### src/rtl/pill_target_entry_pkg.sv
// +--------------------------------------------------------------------------+
// | pill_target_entry_pkg: shared FSM encoding, cursor indices, BCD helpers   |
// | Revision: 1.0                                                            |
// +--------------------------------------------------------------------------+
`default_nettype none

package pill_target_entry_pkg;

  typedef enum logic [1:0] {
    ST_LOCKED = 2'd0,
    ST_EDIT   = 2'd1,
    ST_ARMED  = 2'd2
  } state_t;

  // Cursor index doubles as the bit position in cursor_mask.
  localparam logic [2:0] CUR_P3 = 3'd4;
  localparam logic [2:0] CUR_P2 = 3'd3;
  localparam logic [2:0] CUR_P1 = 3'd2;
  localparam logic [2:0] CUR_B2 = 3'd1;
  localparam logic [2:0] CUR_B1 = 3'd0;

  localparam logic [3:0] BCD_MAX = 4'd9;

  localparam int unsigned NUM_KEYS  = 4;
  localparam int unsigned KEY_INC   = 0;
  localparam int unsigned KEY_SEL   = 1;
  localparam int unsigned KEY_CLR   = 2;
  localparam int unsigned KEY_START = 3;

  function automatic logic [3:0] bcd_inc(input logic [3:0] digit);
    return (digit >= BCD_MAX) ? 4'd0 : digit + 4'd1;
  endfunction

  function automatic logic [4:0] cursor_to_mask(input logic [2:0] cur);
    return 5'b00001 << cur;
  endfunction

endpackage

`default_nettype wire

### src/rtl/pill_target_entry_btn_debounce.sv
// +--------------------------------------------------------------------------+
// | btn_debounce: 2-FF sync, hold-time filter and one-cycle press pulse       |
// | Revision: 1.0                                                            |
// +--------------------------------------------------------------------------+
`default_nettype none

module btn_debounce #(
  parameter int unsigned DEBOUNCE_CYCLES = 20
) (
  input  logic clk_i,
  input  logic rst_ni,
  input  logic btn_i,
  output logic press_o
);

  localparam int unsigned CNT_W = (DEBOUNCE_CYCLES < 2) ? 1 : $clog2(DEBOUNCE_CYCLES);
  localparam logic [CNT_W-1:0] CNT_LAST = CNT_W'(DEBOUNCE_CYCLES - 1);

  logic             sync1_q;
  logic             sync2_q;
  logic             filt_q;
  logic             filt_d;
  logic             filt_dly_q;
  logic [CNT_W-1:0] cnt_q;
  logic [CNT_W-1:0] cnt_d;
  logic             press_q;

  always_comb begin
    cnt_d  = '0;
    filt_d = filt_q;
    if (sync2_q != filt_q) begin
      if (cnt_q == CNT_LAST) begin
        filt_d = sync2_q;
      end else begin
        cnt_d = cnt_q + CNT_W'(1);
      end
    end
  end

  always_ff @(posedge clk_i or negedge rst_ni) begin
    if (!rst_ni) begin
      sync1_q    <= 1'b0;
      sync2_q    <= 1'b0;
      filt_q     <= 1'b0;
      filt_dly_q <= 1'b0;
      cnt_q      <= '0;
      press_q    <= 1'b0;
    end else begin
      sync1_q    <= btn_i;
      sync2_q    <= sync1_q;
      filt_q     <= filt_d;
      filt_dly_q <= filt_q;
      cnt_q      <= cnt_d;
      press_q    <= filt_q & ~filt_dly_q;
    end
  end

  assign press_o = press_q;

endmodule

`default_nettype wire

### src/rtl/pill_target_entry.sv
// +--------------------------------------------------------------------------+
// | pill_target_entry: operator key entry of BCD pill/bottle targets          |
// | Revision: 1.0                                                            |
// +--------------------------------------------------------------------------+
`default_nettype none

module pill_target_entry
  import pill_target_entry_pkg::*;
#(
  parameter int unsigned DEBOUNCE_CYCLES = 20,
  parameter logic [11:0] DEF_PILLS       = 12'h000,
  parameter logic [7:0]  DEF_BOTTLES     = 8'h00
) (
  input  logic        clk_1khz,
  input  logic        rst_n,
  input  logic        setting_en,
  input  logic        btn_inc,
  input  logic        btn_sel,
  input  logic        btn_clr,
  input  logic        btn_start,
  output logic [11:0] target_pills,
  output logic [7:0]  target_bottles,
  output logic [4:0]  cursor_mask,
  output logic        start_req,
  output logic        start_reject,
  output logic        cfg_locked
);

  logic [NUM_KEYS-1:0] key_raw;
  logic [NUM_KEYS-1:0] key_evt;

  assign key_raw[KEY_INC]   = btn_inc;
  assign key_raw[KEY_SEL]   = btn_sel;
  assign key_raw[KEY_CLR]   = btn_clr;
  assign key_raw[KEY_START] = btn_start;

  for (genvar k = 0; k < NUM_KEYS; k++) begin : g_deb
    btn_debounce #(
      .DEBOUNCE_CYCLES(DEBOUNCE_CYCLES)
    ) u_deb (
      .clk_i  (clk_1khz),
      .rst_ni (rst_n),
      .btn_i  (key_raw[k]),
      .press_o(key_evt[k])
    );
  end

  state_t      state_q, state_d;
  logic [2:0]  cursor_q, cursor_d;
  logic [11:0] pills_q, pills_d;
  logic [7:0]  bottles_q, bottles_d;
  logic [4:0]  mask_q, mask_d;
  logic        req_q, req_d;
  logic        rej_q, rej_d;
  logic        locked_q, locked_d;

  always_comb begin
    state_d   = state_q;
    cursor_d  = cursor_q;
    pills_d   = pills_q;
    bottles_d = bottles_q;
    req_d     = 1'b0;
    rej_d     = 1'b0;

    case (state_q)
      ST_LOCKED: begin
        if (setting_en) begin
          state_d  = ST_EDIT;
          cursor_d = CUR_P3;
        end
      end
      ST_EDIT: begin
        // Leaving SETTING takes precedence; any coincident key is dropped.
        if (!setting_en) begin
          state_d = ST_LOCKED;
        end else if (key_evt[KEY_CLR]) begin
          pills_d   = DEF_PILLS;
          bottles_d = DEF_BOTTLES;
          cursor_d  = CUR_P3;
        end else if (key_evt[KEY_START]) begin
          if ((pills_q == 12'h000) || (bottles_q == 8'h00)) begin
            rej_d = 1'b1;
          end else begin
            req_d   = 1'b1;
            state_d = ST_ARMED;
          end
        end else if (key_evt[KEY_SEL]) begin
          cursor_d = (cursor_q == CUR_B1) ? CUR_P3 : cursor_q - 3'd1;
        end else if (key_evt[KEY_INC]) begin
          case (cursor_q)
            CUR_P3:  pills_d[11:8]  = bcd_inc(pills_q[11:8]);
            CUR_P2:  pills_d[7:4]   = bcd_inc(pills_q[7:4]);
            CUR_P1:  pills_d[3:0]   = bcd_inc(pills_q[3:0]);
            CUR_B2:  bottles_d[7:4] = bcd_inc(bottles_q[7:4]);
            CUR_B1:  bottles_d[3:0] = bcd_inc(bottles_q[3:0]);
            default: ;
          endcase
        end
      end
      ST_ARMED: begin
        if (!setting_en) begin
          state_d = ST_LOCKED;
        end
      end
      default: state_d = ST_LOCKED;
    endcase

    mask_d   = (state_d == ST_EDIT) ? cursor_to_mask(cursor_d) : 5'b00000;
    locked_d = (state_d != ST_EDIT);
  end

  always_ff @(posedge clk_1khz or negedge rst_n) begin
    if (!rst_n) begin
      state_q   <= ST_LOCKED;
      cursor_q  <= CUR_P3;
      pills_q   <= DEF_PILLS;
      bottles_q <= DEF_BOTTLES;
      mask_q    <= 5'b00000;
      req_q     <= 1'b0;
      rej_q     <= 1'b0;
      locked_q  <= 1'b1;
    end else begin
      state_q   <= state_d;
      cursor_q  <= cursor_d;
      pills_q   <= pills_d;
      bottles_q <= bottles_d;
      mask_q    <= mask_d;
      req_q     <= req_d;
      rej_q     <= rej_d;
      locked_q  <= locked_d;
    end
  end

  assign target_pills   = pills_q;
  assign target_bottles = bottles_q;
  assign cursor_mask    = mask_q;
  assign start_req      = req_q;
  assign start_reject   = rej_q;
  assign cfg_locked     = locked_q;

endmodule

`default_nettype wire

### config.mk
export PLATFORM = sky130hd
export DESIGN_NAME = pill_target_entry
export DESIGN_NICKNAME = d
export VERILOG_FILES = /design/src/rtl/pill_target_entry_pkg.sv /design/src/rtl/pill_target_entry_btn_debounce.sv /design/src/rtl/pill_target_entry.sv
export SDC_FILE = /design/constraint.sdc
export NUM_CORES = 1
export LEC_CHECK = 0
export ABC_AREA = 1
export CORE_MARGIN = 2
export CORE_UTILIZATION = 47
export CTS_CLUSTER_DIAMETER = 30
export CTS_CLUSTER_SIZE = 10
export DETAILED_ROUTE_END_ITERATION = 6
export PLACE_DENSITY = 0.77
export SYNTH_ARGS = -nofsm -noshare
export SYNTH_HDL_FRONTEND = slang
export SYNTH_HIERARCHICAL = 1
export SYNTH_SLANG_ARGS = --single-unit
### constraint.sdc
create_clock -name clk_1khz -period 1.4 [get_ports clk_1khz]
set_input_delay 0.21 -clock clk_1khz [delete_from_list [all_inputs] [get_ports clk_1khz]]
set_output_delay 0.21 -clock clk_1khz [all_outputs]
set_load 0.05 [all_outputs]
==> impl_results.html <==
<table>
<tr><th>Metric</th><th>Value</th></tr>
<tr><th colspan="2">Run status</th></tr>
<tr><td>Result of the run</td><td>finished, violations left</td></tr>
<tr><td>Failing checks</td><td>setup timing</td></tr>
<tr><th colspan="2">Detailed routing</th></tr>
<tr><td>Routed wire length on met3</td><td>258 um</td></tr>
<tr><td>Final wirelength</td><td>7550 um</td></tr>
<tr><td>Vias per inst</td><td>4.96</td></tr>
<tr><td>Pre-antenna DRT Iters</td><td>4</td></tr>
<tr><td>Total vias in the final route</td><td>2932</td></tr>
<tr><td>Metal2 WL</td><td>4010 um</td></tr>
<tr><td>Initial DRC Count</td><td>146</td></tr>
<tr><td>Length of routed wiring on met1</td><td>3170 um</td></tr>
<tr><td>Topmost layer with routed signal wires</td><td>met4</td></tr>
<tr><td>Post-detailed-route DRC marker count</td><td>0</td></tr>
<tr><td>Count of antenna-violating nets left after detailed routing</td><td>0</td></tr>
<tr><td>Routed len/inst</td><td>12.8 um</td></tr>
<tr><th colspan="2">Clock tree</th></tr>
<tr><td>Clock root buffer master</td><td>sky130_fd_sc_hd__clkbuf_8</td></tr>
<tr><td>CTS Buffer Depth</td><td>2</td></tr>
<tr><td>Clock tree sinks</td><td>73</td></tr>
<tr><td>Total clock buffers created by CTS</td><td>9</td></tr>
<tr><td>Clock transition at the registers of the reported paths</td><td>0.08 ns</td></tr>
<tr><td>Total number of H-tree levels</td><td>3</td></tr>
<tr><td>TritonCTS clock tree</td><td>done</td></tr>
<tr><td>Worst-Skew Late Latency</td><td>0.35 ns</td></tr>
<tr><th colspan="2">Place</th></tr>
<tr><td>Cell Area, Placed</td><td>4690 sq um</td></tr>
<tr><td>Worst setup timing slack at the placement stage</td><td>-0.191 ns</td></tr>
<tr><td>Number of I/O port buffers</td><td>34</td></tr>
<tr><td>Total instance count after detailed placement</td><td>570</td></tr>
<tr><td>Detailed-placement wirelength estimate</td><td>5280 um</td></tr>
<tr><td>Final weighted congestion in routability-driven placement</td><td>0.877</td></tr>
<tr><th colspan="2">Synthesis</th></tr>
<tr><td>Number of distinct library cells after synthesis</td><td>33</td></tr>
<tr><td>Proportion of netlist area held by the largest area contributor</td><td>47.6%</td></tr>
<tr><td>Cells after synthesis</td><td>408</td></tr>
<tr><td>Most used flip-flop cell after synthesis</td><td>sky130_fd_sc_hd__dfrtp_1</td></tr>
<tr><td>Most numerous cell in the Yosys netlist</td><td>sky130_fd_sc_hd__nand2_1</td></tr>
<tr><td>Sequential area share after synthesis</td><td>49.0%</td></tr>
<tr><td>Post-synthesis async set-or-reset flop share</td><td>100%</td></tr>
<tr><td>Biggest area contributors in the synthesized netlist</td><td>sky130_fd_sc_hd__dfrtp_1, sky130_fd_sc_hd__nand2_1, sky130_fd_sc_hd__ha_1</td></tr>
<tr><td>YS warnings</td><td>6</td></tr>
<tr><td>Register bit count reported by yosys</td><td>73</td></tr>
<tr><td>Top post-synthesis cells by count</td><td>sky130_fd_sc_hd__nand2_1, sky130_fd_sc_hd__dfrtp_1, sky130_fd_sc_hd__inv_1</td></tr>
<tr><td>Post-Synthesis Net Count</td><td>438</td></tr>
<tr><td>Number of synthesized flops with an enable pin</td><td>0</td></tr>
<tr><td>Average footprint of a synthesized cell</td><td>9.15 sq um</td></tr>
<tr><td>Library cell with the largest summed area after synthesis</td><td>sky130_fd_sc_hd__dfrtp_1</td></tr>
<tr><td>Post-synthesis instance area</td><td>3730 sq um</td></tr>
<tr><th colspan="2">Worst setup path</th></tr>
<tr><td>Launching element type of the critical path</td><td>flop</td></tr>
<tr><td>Critical Path Sink Type</td><td>flop</td></tr>
<tr><td>RR Endpoint</td><td>start_reject</td></tr>
<tr><td>CP Capture Point</td><td>start_reject</td></tr>
<tr><td>Reg2Reg Depth</td><td>7</td></tr>
<tr><td>Crit. Startpoint</td><td>target_pills[1]</td></tr>
<tr><td>R2r setup slk</td><td>-0.04 ns</td></tr>
<tr><td>Origin of the critical flop-to-flop path</td><td>target_pills[1]</td></tr>
<tr><td>Data arrival time at the worst-slack endpoint</td><td>1.71 ns</td></tr>
<tr><td>Maximum fanout along the worst path</td><td>4</td></tr>
<tr><td>Required @ worst endpoint</td><td>1.67 ns</td></tr>
<tr><td>Setup CP Type</td><td>flop to flop</td></tr>
<tr><th colspan="2">STA</th></tr>
<tr><td>Post-layout min period</td><td>1.44 ns</td></tr>
<tr><td>Worst-Margin Slew</td><td>0.385 ns</td></tr>
<tr><td>Portion of the clock cycle consumed by the worst path in the final layout</td><td>103%</td></tr>
<tr><td>Total of endpoints with negative setup slack in the final report</td><td>5</td></tr>
<tr><td>Slew margin rel.</td><td>74.3%</td></tr>
<tr><td>Number of hold-slack violations in the final timing report</td><td>0</td></tr>
<tr><td>Max-slew violation count</td><td>0</td></tr>
<tr><td>Clk_skew</td><td>0.00756 ns</td></tr>
<tr><td>Post-Route Hold Slack</td><td>0.285 ns</td></tr>
<tr><td>Achievable frequency</td><td>696 MHz</td></tr>
<tr><td>Least setup slack across all paths after layout</td><td>-0.0377 ns</td></tr>
<tr><td>Setup tns final</td><td>-0.0915 ns</td></tr>
<tr><td>Setup repair after global routing missed its margin</td><td>yes</td></tr>
<tr><th colspan="2">Power</th></tr>
<tr><td>Worst VDD drop</td><td>0.000655 V</td></tr>
<tr><td>Leak</td><td>2.41 nW</td></tr>
<tr><td>Power per unit of standard cell area</td><td>796 nW/um^2</td></tr>
<tr><td>Post-route total power</td><td>4.06 mW</td></tr>
<tr><th colspan="2">Floorplanning</th></tr>
<tr><td>Number of rows in the core area</td><td>32</td></tr>
<tr><td>Placeable Area</td><td>7730 sq um</td></tr>
<tr><td>Die outline width</td><td>93.1 um</td></tr>
<tr><td>Starting density of the core</td><td>48.3%</td></tr>
<tr><td>Floorplan die area</td><td>8670 sq um</td></tr>
<tr><td>Num ports</td><td>35</td></tr>
<tr><td>Vert. Die Dim</td><td>93.1 um</td></tr>
<tr><th colspan="2">Hold path</th></tr>
<tr><td>Class of the most critical hold timing path</td><td>primary input to flop</td></tr>
<tr><th colspan="2">Layout</th></tr>
<tr><td>Count of placed standard cells in the final layout, fillers left out</td><td>591</td></tr>
<tr><td>Growth of design area from synthesis to finish</td><td>36.7%</td></tr>
<tr><td>Fill count</td><td>587</td></tr>
<tr><td>Diode count</td><td>0</td></tr>
<tr><td>Design area</td><td>5100 sq um</td></tr>
<tr><td># nets final</td><td>514</td></tr>
<tr><td>Fraction of layout cells with a size suffix above 1</td><td>35.2%</td></tr>
<tr><td>Fin util</td><td>66.1%</td></tr>
<tr><th colspan="2">GRT</th></tr>
<tr><td>Leftover overflow at the end of global routing</td><td>0</td></tr>
<tr><td>Maximum number of pins on one net before global-route repair</td><td>74</td></tr>
<tr><td>Global-route wire length before repair</td><td>12700 um</td></tr>
<tr><td>Vias in the first global route</td><td>2961</td></tr>
<tr><td>GR Util All Layers</td><td>18.6%</td></tr>
<tr><td>Initial antenna violation count</td><td>0</td></tr>
<tr><th colspan="2">Run</th></tr>
<tr><td>Count of maximum capacitance violations</td><td>0</td></tr>
</table>
## cell type report
| cell class | instances | area (sq um) | area share (%) |
|---|---|---|---|
| sequential | 73 | 1840 | 36.1 |
| multi-input combinational | 274 | 1790 | 35.1 |
| timing repair buffer | 68 | 906 | 17.7 |
| inverter | 58 | 230 | 4.51 |
| tap | 102 | 128 | 2.50 |
| clock buffer | 9 | 124 | 2.43 |
| clock inverter | 7 | 78.8 | 1.54 |
## worst max-delay path: stages, from the launching register on
cell and delay (ns):
sky130_fd_sc_hd__dfrtp_2 0.43, sky130_fd_sc_hd__inv_2 0.11, sky130_fd_sc_hd__ha_4 0.13, sky130_fd_sc_hd__nand2_1 0.05, sky130_fd_sc_hd__nor2_1 0.15, sky130_fd_sc_hd__nand3_2 0.14, sky130_fd_sc_hd__buf_4 0.17, sky130_fd_sc_hd__a211oi_2 0.19
## logic make-up (layout without fill, tap and decap cells)
kind of cell / after synthesis / after routing / share of synthesized area, %
adders and majority gates: 23 / 23 / 7.71
and+or+nand+nor: 203 / 203 / 27.8
DFF: 73 / 73 / 49.0
buffers and inverters: 61 / 142 / 6.70
AOI/OAI and AO/OA: 37 / 37 / 6.23
xor gates and xnor gates: 11 / 11 / 2.58
## layer usage
metal	global-route usage [%]	vias up
met1	21.7	1407
met5	0	-
met2	32.6	57
li1	-	1457
met3	4.59	11
met4	7.72	0
## sequential cells by signal, summed over array words and instances (netlist names)
| name | cells |
|---|---|
| g_deb.u_deb/cnt_q | 20 |
| cursor_mask | 5 |
| g_deb.u_deb/filt_dly_q | 4 |
| g_deb.u_deb/sync1_q | 4 |
| state_q | 2 |
| cursor_q | 3 |
| g_deb.u_deb/sync2_q | 4 |
| target_pills | 12 |
| g_deb.u_deb/filt_q | 4 |
| cfg_locked | 1 |
| start_req | 1 |
| target_bottles | 8 |
| start_reject | 1 |
| g_deb.u_deb/press_o | 4 |
## placed cells by master (no fill, tap or decap), drive strengths merged
master	instances
nand3b	1
dlygate4sd3	1
nor3	3
clkinv	5
a21oi	7
ha	23
buf	62
nand4	12
nor2	55
dfrtp	71
bufinv	1
o21ai	24
nand3	44
clkdlybuf4s50	5
o31ai	1
o21bai	1
inv	59
a21boi	1
xor2	6
or2	1
dfstp	2
nand2	87
xnor2	5
clkbuf	9
a211oi	1
a31oi	2
## timing repair
item,CTS,global route
hold buffers,1,0
setup endpoints to repair,4,22
pin swaps,1,14
hold endpoints to repair,71,0
buffers inserted,2,2
gates resized for setup,1,40
## how the worst min path moves through the flow
stage                         start  cells past startpoint                      to
after floorplan               rst_n                      0          cursor_mask[0]
after global placement        rst_n                      2        target_pills[10]
after detailed placement      rst_n                      2         target_pills[7]
after CTS                 btn_start                      1  g_deb[3].u_deb/sync1_q
after global routing        btn_inc                      1  g_deb[0].u_deb/sync1_q
final                     btn_start                      1  g_deb[3].u_deb/sync1_q
## power by group
group / switching [mW] / internal (mW) / leakage, nW
Combinational: 0.121 / 0.0778 / 1.36
Clock: 0.833 / 0.841 / 0.104
Sequential: 0.0392 / 2.15 / 0.944
Total: 0.993 / 3.07 / 2.41
(Power assumes the default switching activity.)
